### src/rtl/imem_responder_if.sv
// rtl/imem_responder_if.sv - fetch request/response bus between the fetch stage and instruction memory
interface imem_responder_if #(
    parameter int W = 16
);
    logic         req_valid;
    logic         req_ready;
    logic [W-1:0] req_addr;
    logic         rsp_valid;
    logic         rsp_ready;
    logic [W-1:0] rsp_data;
    logic         rsp_err;

    modport master (
        output req_valid, req_addr, rsp_ready,
        input  req_ready, rsp_valid, rsp_data, rsp_err
    );

    modport slave (
        input  req_valid, req_addr, rsp_ready,
        output req_ready, rsp_valid, rsp_data, rsp_err
    );
endinterface

### src/rtl/imem_responder.sv
// rtl/imem_responder.sv - instruction memory responder with programmable wait cycles and a side load port
module imem_responder #(
    parameter int W     = 16,
    parameter int DEPTH = 256,
    parameter int WAIT  = 1
) (
    input  logic             clock,
    input  logic             reset_n,
    imem_responder_if.slave  bus,
    input  logic             ld_en,
    input  logic [W-1:0]     ld_addr,
    input  logic [W-1:0]     ld_data
);
    localparam int AW = (DEPTH > 1) ? $clog2(DEPTH) : 1;

    typedef enum logic [1:0] {S_IDLE, S_WAIT, S_RESP} state_t;

    state_t       state, state_nx;
    logic [2:0]   cnt;
    logic [W-1:0] addr_q;
    logic [W-1:0] rsp_data_q;
    logic         rsp_err_q;

    logic [W-1:0] mem [DEPTH];

    logic [W-2:0] word_idx;
    logic         word_err;
    logic [W-1:0] word_rd;
    logic         accept;
    logic         enter_resp;

    assign accept     = (state == S_IDLE) && bus.req_valid;
    assign enter_resp = (state == S_WAIT) && (state_nx == S_RESP);

    assign word_idx = addr_q[W-1:1];
    assign word_err = addr_q[0] | (32'(word_idx) >= DEPTH);
    assign word_rd  = word_err ? '0 : mem[word_idx[AW-1:0]];

    always_ff @(posedge clock or negedge reset_n) begin
        if (!reset_n) begin
            state <= S_IDLE;
        end else begin
            state <= state_nx;
        end
    end

    // Every accept spends at least one edge in S_WAIT so the response lands WAIT+1 edges later.
    always_comb begin
        state_nx = state;
        case (state)
            S_IDLE: if (accept) state_nx = S_WAIT;
            S_WAIT: if (cnt == 3'd0) state_nx = S_RESP;
            S_RESP: if (bus.rsp_ready) state_nx = S_IDLE;
            default: state_nx = S_IDLE;
        endcase
    end

    always_comb begin
        bus.req_ready = (state == S_IDLE);
        bus.rsp_valid = (state == S_RESP);
        bus.rsp_data  = rsp_data_q;
        bus.rsp_err   = rsp_err_q;
    end

    always_ff @(posedge clock or negedge reset_n) begin
        if (!reset_n) begin
            cnt        <= 3'd0;
            addr_q     <= '0;
            rsp_data_q <= '0;
            rsp_err_q  <= 1'b0;
        end else begin
            if (accept) begin
                addr_q <= bus.req_addr;
                cnt    <= 3'(WAIT);
            end else if (state == S_WAIT && cnt != 3'd0) begin
                cnt <= cnt - 3'd1;
            end
            // Array read sees the pre-edge contents, so a same-edge load returns the old word.
            if (enter_resp) begin
                rsp_data_q <= word_rd;
                rsp_err_q  <= word_err;
            end
        end
    end

    always_ff @(posedge clock) begin
        if (ld_en && (32'(ld_addr) < DEPTH)) begin
            mem[ld_addr[AW-1:0]] <= ld_data;
        end
    end
endmodule

### src/flat_wrapper.sv
// flat-port wrapper written by rule: the top's interface ports become plain ports
module imem_responder_flat 
#(
    parameter int W     = 16,
    parameter int DEPTH = 256,
    parameter int WAIT  = 1
)
  (clock, reset_n, ld_en, ld_addr, ld_data, bus_req_valid, bus_req_addr, bus_rsp_ready, bus_req_ready, bus_rsp_valid, bus_rsp_data, bus_rsp_err);
  imem_responder_if #(.W(W)) bus_i ();
  input  logic clock;
  input  logic reset_n;
  input  logic ld_en;
  input  logic [W-1:0] ld_addr;
  input  logic [W-1:0] ld_data;
  input wire logic [$bits(bus_i.req_valid)-1:0] bus_req_valid;
  input wire logic [$bits(bus_i.req_addr)-1:0] bus_req_addr;
  input wire logic [$bits(bus_i.rsp_ready)-1:0] bus_rsp_ready;
  output wire logic [$bits(bus_i.req_ready)-1:0] bus_req_ready;
  output wire logic [$bits(bus_i.rsp_valid)-1:0] bus_rsp_valid;
  output wire logic [$bits(bus_i.rsp_data)-1:0] bus_rsp_data;
  output wire logic [$bits(bus_i.rsp_err)-1:0] bus_rsp_err;
  assign bus_i.req_valid = bus_req_valid;
  assign bus_i.req_addr = bus_req_addr;
  assign bus_i.rsp_ready = bus_rsp_ready;
  assign bus_req_ready = bus_i.req_ready;
  assign bus_rsp_valid = bus_i.rsp_valid;
  assign bus_rsp_data = bus_i.rsp_data;
  assign bus_rsp_err = bus_i.rsp_err;
  imem_responder #(.W(W), .DEPTH(DEPTH), .WAIT(WAIT)) u_core (.clock(clock), .reset_n(reset_n), .bus(bus_i), .ld_en(ld_en), .ld_addr(ld_addr), .ld_data(ld_data));
endmodule
### config.mk
export PLATFORM = sky130hd
export DESIGN_NAME = imem_responder_flat
export DESIGN_NICKNAME = d
export VERILOG_FILES = /design/src/rtl/imem_responder_if.sv /design/src/rtl/imem_responder.sv /design/src/flat_wrapper.sv
export SDC_FILE = /design/constraint.sdc
export NUM_CORES = 2
export LEC_CHECK = 0
export CORE_MARGIN = 1
export CORE_UTILIZATION = 40
export CTS_CLUSTER_DIAMETER = 100
export CTS_CLUSTER_SIZE = 25
export DETAILED_ROUTE_END_ITERATION = 6
export SLEW_MARGIN = 30
export SYNTH_ARGS = -nofsm -noshare
export SYNTH_HDL_FRONTEND = slang
export SYNTH_SLANG_ARGS = --single-unit
### constraint.sdc
create_clock -name clock -period 5.4 [get_ports clock]
set_input_delay 1.35 -clock clock [delete_from_list [all_inputs] [get_ports clock]]
set_output_delay 1.35 -clock clock [all_outputs]
set_load 0.03 [all_outputs]
---- Word level (Yosys, flattened, before mapping) ----
Memories as Yosys holds them, arrays and structs flattened.
Cells that the tools add are included.
storage, ports and cells
  memories ................................ 1
  output and inout bits ................... 19
  register bits ........................... 38
  memory bits (writable) .................. 4,096
memory list
  name        words  width  rd ports  clocked after Yosys merged registers in  write ports  RTL line              RTL
  u_core.mem  256    16     1         0                                        1            imem_responder.sv:24  logic [W-1:0] mem [DEPTH];
cells by class
  magnitude comparators ................... 2
  bitwise logic cells ..................... 1
  equality and inequality tests ........... 3
  reductions and logical operators ........ 8
  add/sub/neg operators ................... 1
  muxes and demuxes ....................... 9
operator list
  kind                   number
  $lt A16 B9 Y1 const B  1
  $mux W16               1
  $ge A15 B9 Y1 const B  1
  $mux W2                3
  $mux W3                2
  $pmux W2 S3            1
  $eq A2 B2 Y1 const B   2
  $logic_and A1 B1 Y1    4
  $logic_not A3 Y1       1
  $reduce_bool A3 Y1     1
  $sub A3 B1 Y3 const B  1
  $eq A2 B1 Y1 const B   1
  $logic_not A2 Y1       1
  $mux W1                2
  $reduce_bool A2 Y1     1
  $or A1 B1 Y1           1

---- Depth between registers and ports, before layout ----
  depth after elaboration ................. 6
  mapped depth ............................ 14

---- Least setup slack after synthesis ----
Ideal clock, no wire load.
  path kind ............................... in2reg
  start point ............................. input ld_addr[14]
  end point ............................... memory u_core.mem[118][0] (enable)
  cell stages on the path ................. 6
  required time ........................... 5.012 ns
  path slack .............................. 1.810 ns
  arrival time ............................ 3.201 ns
  path buffers ............................ 1
  cells stage by stage .................... nor3_1 nand4_1 nor3b_1 nand3_1 clkbuf_1 nor2_1
on the way
  word-level cells in the longest chain between the ends .. 4
RTL lines
  item                           RTL line              RTL
  start, declared                flat_wrapper.sv:13    input logic [W-1:0] ld_addr;
  $lt A16 B9 Y1                  imem_responder.sv:87  if (ld_en && (32'(ld_addr) < DEPTH)) begin
  $logic_and A1 B1 Y1            imem_responder.sv:87
  $mux W1                        imem_responder.sv:87
  $mux W1 (implied by the code)  imem_responder.sv:88  mem[ld_addr[AW-1:0]] <= ld_data;
  end, declared                  imem_responder.sv:24
No other way between the ends.

---- Worst setup path after layout ----
  start point ............................. register u_core.addr_q[1]
  end point ............................... register u_core.rsp_data_q[14], in the netlist u_core.bus.rsp_data[14]
on the way
  word-level cells in the longest chain between the ends .. 3
RTL lines
  item                                                                      RTL line              RTL
  start, declared                                                           imem_responder.sv:20  logic [W-1:0] addr_q;
  start signal, assigned                                                    imem_responder.sv:73  addr_q <= bus.req_addr;
  parallel branches: the longest is 2 deep, another holds $mem_v2 Z256 W16  --
  $mux W16 *                                                                imem_responder.sv:37  assign word_rd = word_err ? '0 : mem[word_idx[AW-1:0]];
  end signal, assigned                                                      imem_responder.sv:80  rsp_data_q <= word_rd;
  end, declared                                                             imem_responder.sv:21  logic [W-1:0] rsp_data_q;
Mark *: on every way between the ends.
A chain may end at the register's enable or synchronous reset.

==> metrics.md <==
| Metric | Value |
|---|---|
| Ys async rst share | `0.919%` |
| Fin crit period | `4560 ps` |
| Max Slew Vio Count | `0` |
| Hold Fails Final Rpt | `0` |
| GR Util met3 | `3.65%` |
| Netlist cell types | `80` |
| GRT Total Usage | `21.8%` |
| Setup crit end kind | `flip-flop` |
| CTS root buf | `clkbuf_16` |
| Final setup margin | `840 ps` |
| Num rows | `232` |
| Worst VDD drop | `390 uV` |
| CP Launch Type | `flip-flop` |
| Share of layout cells above drive strength 1 | `21.8%` |
| Detailed-route vias per instance | `6.02` |
| Clk_lat worst skew | `930 ps` |
| Initial antenna violation count | `28` |
| M2 GR Usage | `35.1%` |
| Area contributors post-synth | `edfxtp_1 (77%), mux4_2 (10%), mux2i_1 (2.8%), mux4_1 (0.88%), nor2_1 (0.88%)` |
| Multi-input combinational cell area | `33600 um2` |
| Net Count, Synth | `7615` |
| Drt first-iter violations | `11303` |
| Switch Pwr | `26.5 mW` |
| Worst min-delay path class | `in2async` |
| Initial Util | `40.2%` |
| Slew of the pin with the lowest slew margin | `1160 ps` |
| Flops & latches, synth | `4134` |
| Clk_skew | `70.8 ps` |
| Cts hold-fix bufs | `0` |
| PD cells | `447 nW/um2` |
| Die area | `404000 um2` |
| Max Clk Rate | `219 MHz` |
| Chip height | `635 um` |
| Fraction of power spent switching nets | `33.7%` |
| Routed wire per std cell | `33.8 um` |
| Register share of total power | `45.5%` |
| Worst Setup SP | `u_core.addr_q[1]$_DFFE_PN0P_` |
| Clock power share | `20.7%` |
| Area Growth Syn to Fin | `9.52%` |
| Post-route cell area | `176000 um2` |
| Top cell type by total area after synthesis | `edfxtp_1` |
| Mapped Area | `160000 um2` |
| Overall Power | `78.5 mW` |
| Normalized max-slew margin | `22.9%` |
| TritonCTS clock tree | `built` |
| Final net count | `8036` |
| Worst-path maximum fanout | `42` |
| Filler cells | `33726` |
| RR Startpoint | `u_core.addr_q[1]$_DFFE_PN0P_` |
| Die width | `635 um` |
| ANT nets after route | `0` |
| Worst-path clk slew | `90 ps` |
| Vias in the first global route | `78693` |
| Final setup violation count | `0` |
| Comb pwr share | `33.7%` |
| WS Path Type | `reg2reg` |
| Count leader, synth | `edfxtp_1` |
| Int Pwr | `52.0 mW` |
| Static leakage | `54.3 nW` |
| Drt first pass iters | `6` |
| First-pass GRT wire length | `625000 um` |
| Reg area | `124000 um2` |
| Hpwl dp | `282000 um` |
| Pre-CTS setup slack | `644 ps` |
| Prevailing post-synth register cell | `edfxtp_1` |
| Fin crit share | `84.4%` |
| Total core area | `399000 um2` |
| Total negative setup slack | `0 ps` |
| Max-Cap Viols | `0` |
| CP arrival | `5360 ps` |
| Setup Fix Bufs, Post-CTS | `0` |
| Io pins | `72` |
| Largest net degree at the start of global routing | `127` |
| Port Buffers | `71` |
| Synth top cells by count | `edfxtp_1 (4096), mux4_2 (748), mux2i_1 (451)` |
| GRT overflow | `0` |
| R2R depth | `10` |
| Status | `completed` |
| Post-CTS Resized | `0` |
| Worst Path Required | `6200 ps` |
| Synthesized instance count | `7560` |
| Maximum root-to-sink buffer count | `4` |
| Syn avg cell area | `21.2 um2` |
| CTS sink count | `4134` |
| Final WL | `450000 um` |
| Met1 GRT Util | `30.6%` |
| Syn. warnings | `0` |
| Post-synthesis sequential area ratio | `77.2%` |
| Via count | `80285` |
| Synth top area share | `76.6%` |
| Dpl cell area | `170000 um2` |
| R2r setup slk | `840 ps` |
| CTS buffer count | `188` |
| H-Tree Depth | `4` |
| GRT busiest layer | `met2` |
| Final RePlAce weighted congestion | `0.848` |
| DRC | `0` |
| EDFF count, synth | `4096` |
| RSZ-0062 raised after global routing | `false` |
[critical path: stages (launching register included)]
cell	delay (ps)
dfrtp_4	920
buf_12	280
buf_12	200
buf_12	280
buf_4	290
mux2i_1	110
o221ai_1	410
nor2_1	200
o21ai_0	820
a41oi_1	440
o41ai_1	410
[state kept, by name, indices dropped and copies added (netlist names)]
signal,cells
u_core.mem,4096
u_core.addr_q,16
u_core.bus.rsp_err,1
u_core.bus.rsp_data,16
u_core.cnt,3
u_core.state,2
[cell families (layout without fill, tap and decap cells)]
kind of cell	Yosys count	in the layout	share of synthesized area (%)
DFF	4134	4134	77.2
buffers and inverters	460	952	2.01
muxes	1329	1329	14.7
and+or+nand+nor	765	765	2.10
adders and majority gates	2	2	0.0156
AOI/OAI and AO/OA	870	870	3.92
other	0	9	0
[layout make-up]
class	count	share of cell area (%)
inverter	9	0.0242
multi-input combinational	2966	19.1
sequential	4134	70.5
tap	5265	3.75
clock inverter	6	0.0441
clock buffer	255	2.92
timing repair buffer	682	3.60
antenna	9	0.0128
[path summary, 6_finish.rpt]
kind                                                       end
hold reg to reg             u_core.bus.rsp_data[9]$_DFFE_PN0P_
setup / recovery           u_core.bus.rsp_data[14]$_DFFE_PN0P_
setup reg to reg           u_core.bus.rsp_data[14]$_DFFE_PN0P_
max in group asynchronous         u_core.addr_q[1]$_DFFE_PN0P_
min in group clock          u_core.bus.rsp_data[9]$_DFFE_PN0P_
hold / removal                    u_core.addr_q[0]$_DFFE_PN0P_
[layer usage]
metal / vias up / wire length (um)
met5: - / 80
met4: 14 / 15100
met3: 593 / 41000
met2: 4113 / 215000
met1: 43174 / 180000
li1: 32391 / -
[through the flow]
step | cells | utilization [%] | hold slack [ps]
after floorplan | 7560 | - | 466
after global placement | 13046 | 42.6 | 484
after detailed placement | 13052 | 42.7 | 488
after CTS | 13313 | 44.0 | 380
after global routing | 13318 | 44.0 | 443
final | 13326 | 44.0 | 451
[power by group through the flow]
stage	Combinational (mW)	Clock (mW)	Sequential [mW]
3_3_place_gp	26.3	0	36.4
2_1_floorplan	16.6	0	36.1
6_report	26.5	16.3	35.7
5_1_grt	27.5	17.5	35.7
4_1_cts	26.6	16.5	35.7
3_5_place_dp	26.5	0	36.5
[cell usage in the layout (no fill, tap or decap), drive strengths merged, types with 11 or more instances in the layout]
master / netlist / layout
nor4: 34 / 34
edfxtp: 4096 / 4096
nand2: 169 / 169
a22o: 34 / 34
mux2i: 451 / 451
nor2b: 20 / 20
a22oi: 101 / 101
a41oi: 11 / 11
a221oi: 59 / 59
nand3: 41 / 41
a211oi: 34 / 34
dfrtp: 38 / 38
o21ai: 121 / 121
nor2: 377 / 377
mux4: 802 / 802
mux2: 76 / 76
a31oi: 18 / 18
buf: 268 / 628
o41ai: 12 / 12
clkbuf: 183 / 255
o221ai: 143 / 143
o22ai: 124 / 124
a21oi: 125 / 125
nand4: 11 / 11
and2: 21 / 21
nor3: 53 / 53
clkdlybuf4s50: 0 / 54
(Power assumes the default switching activity.)
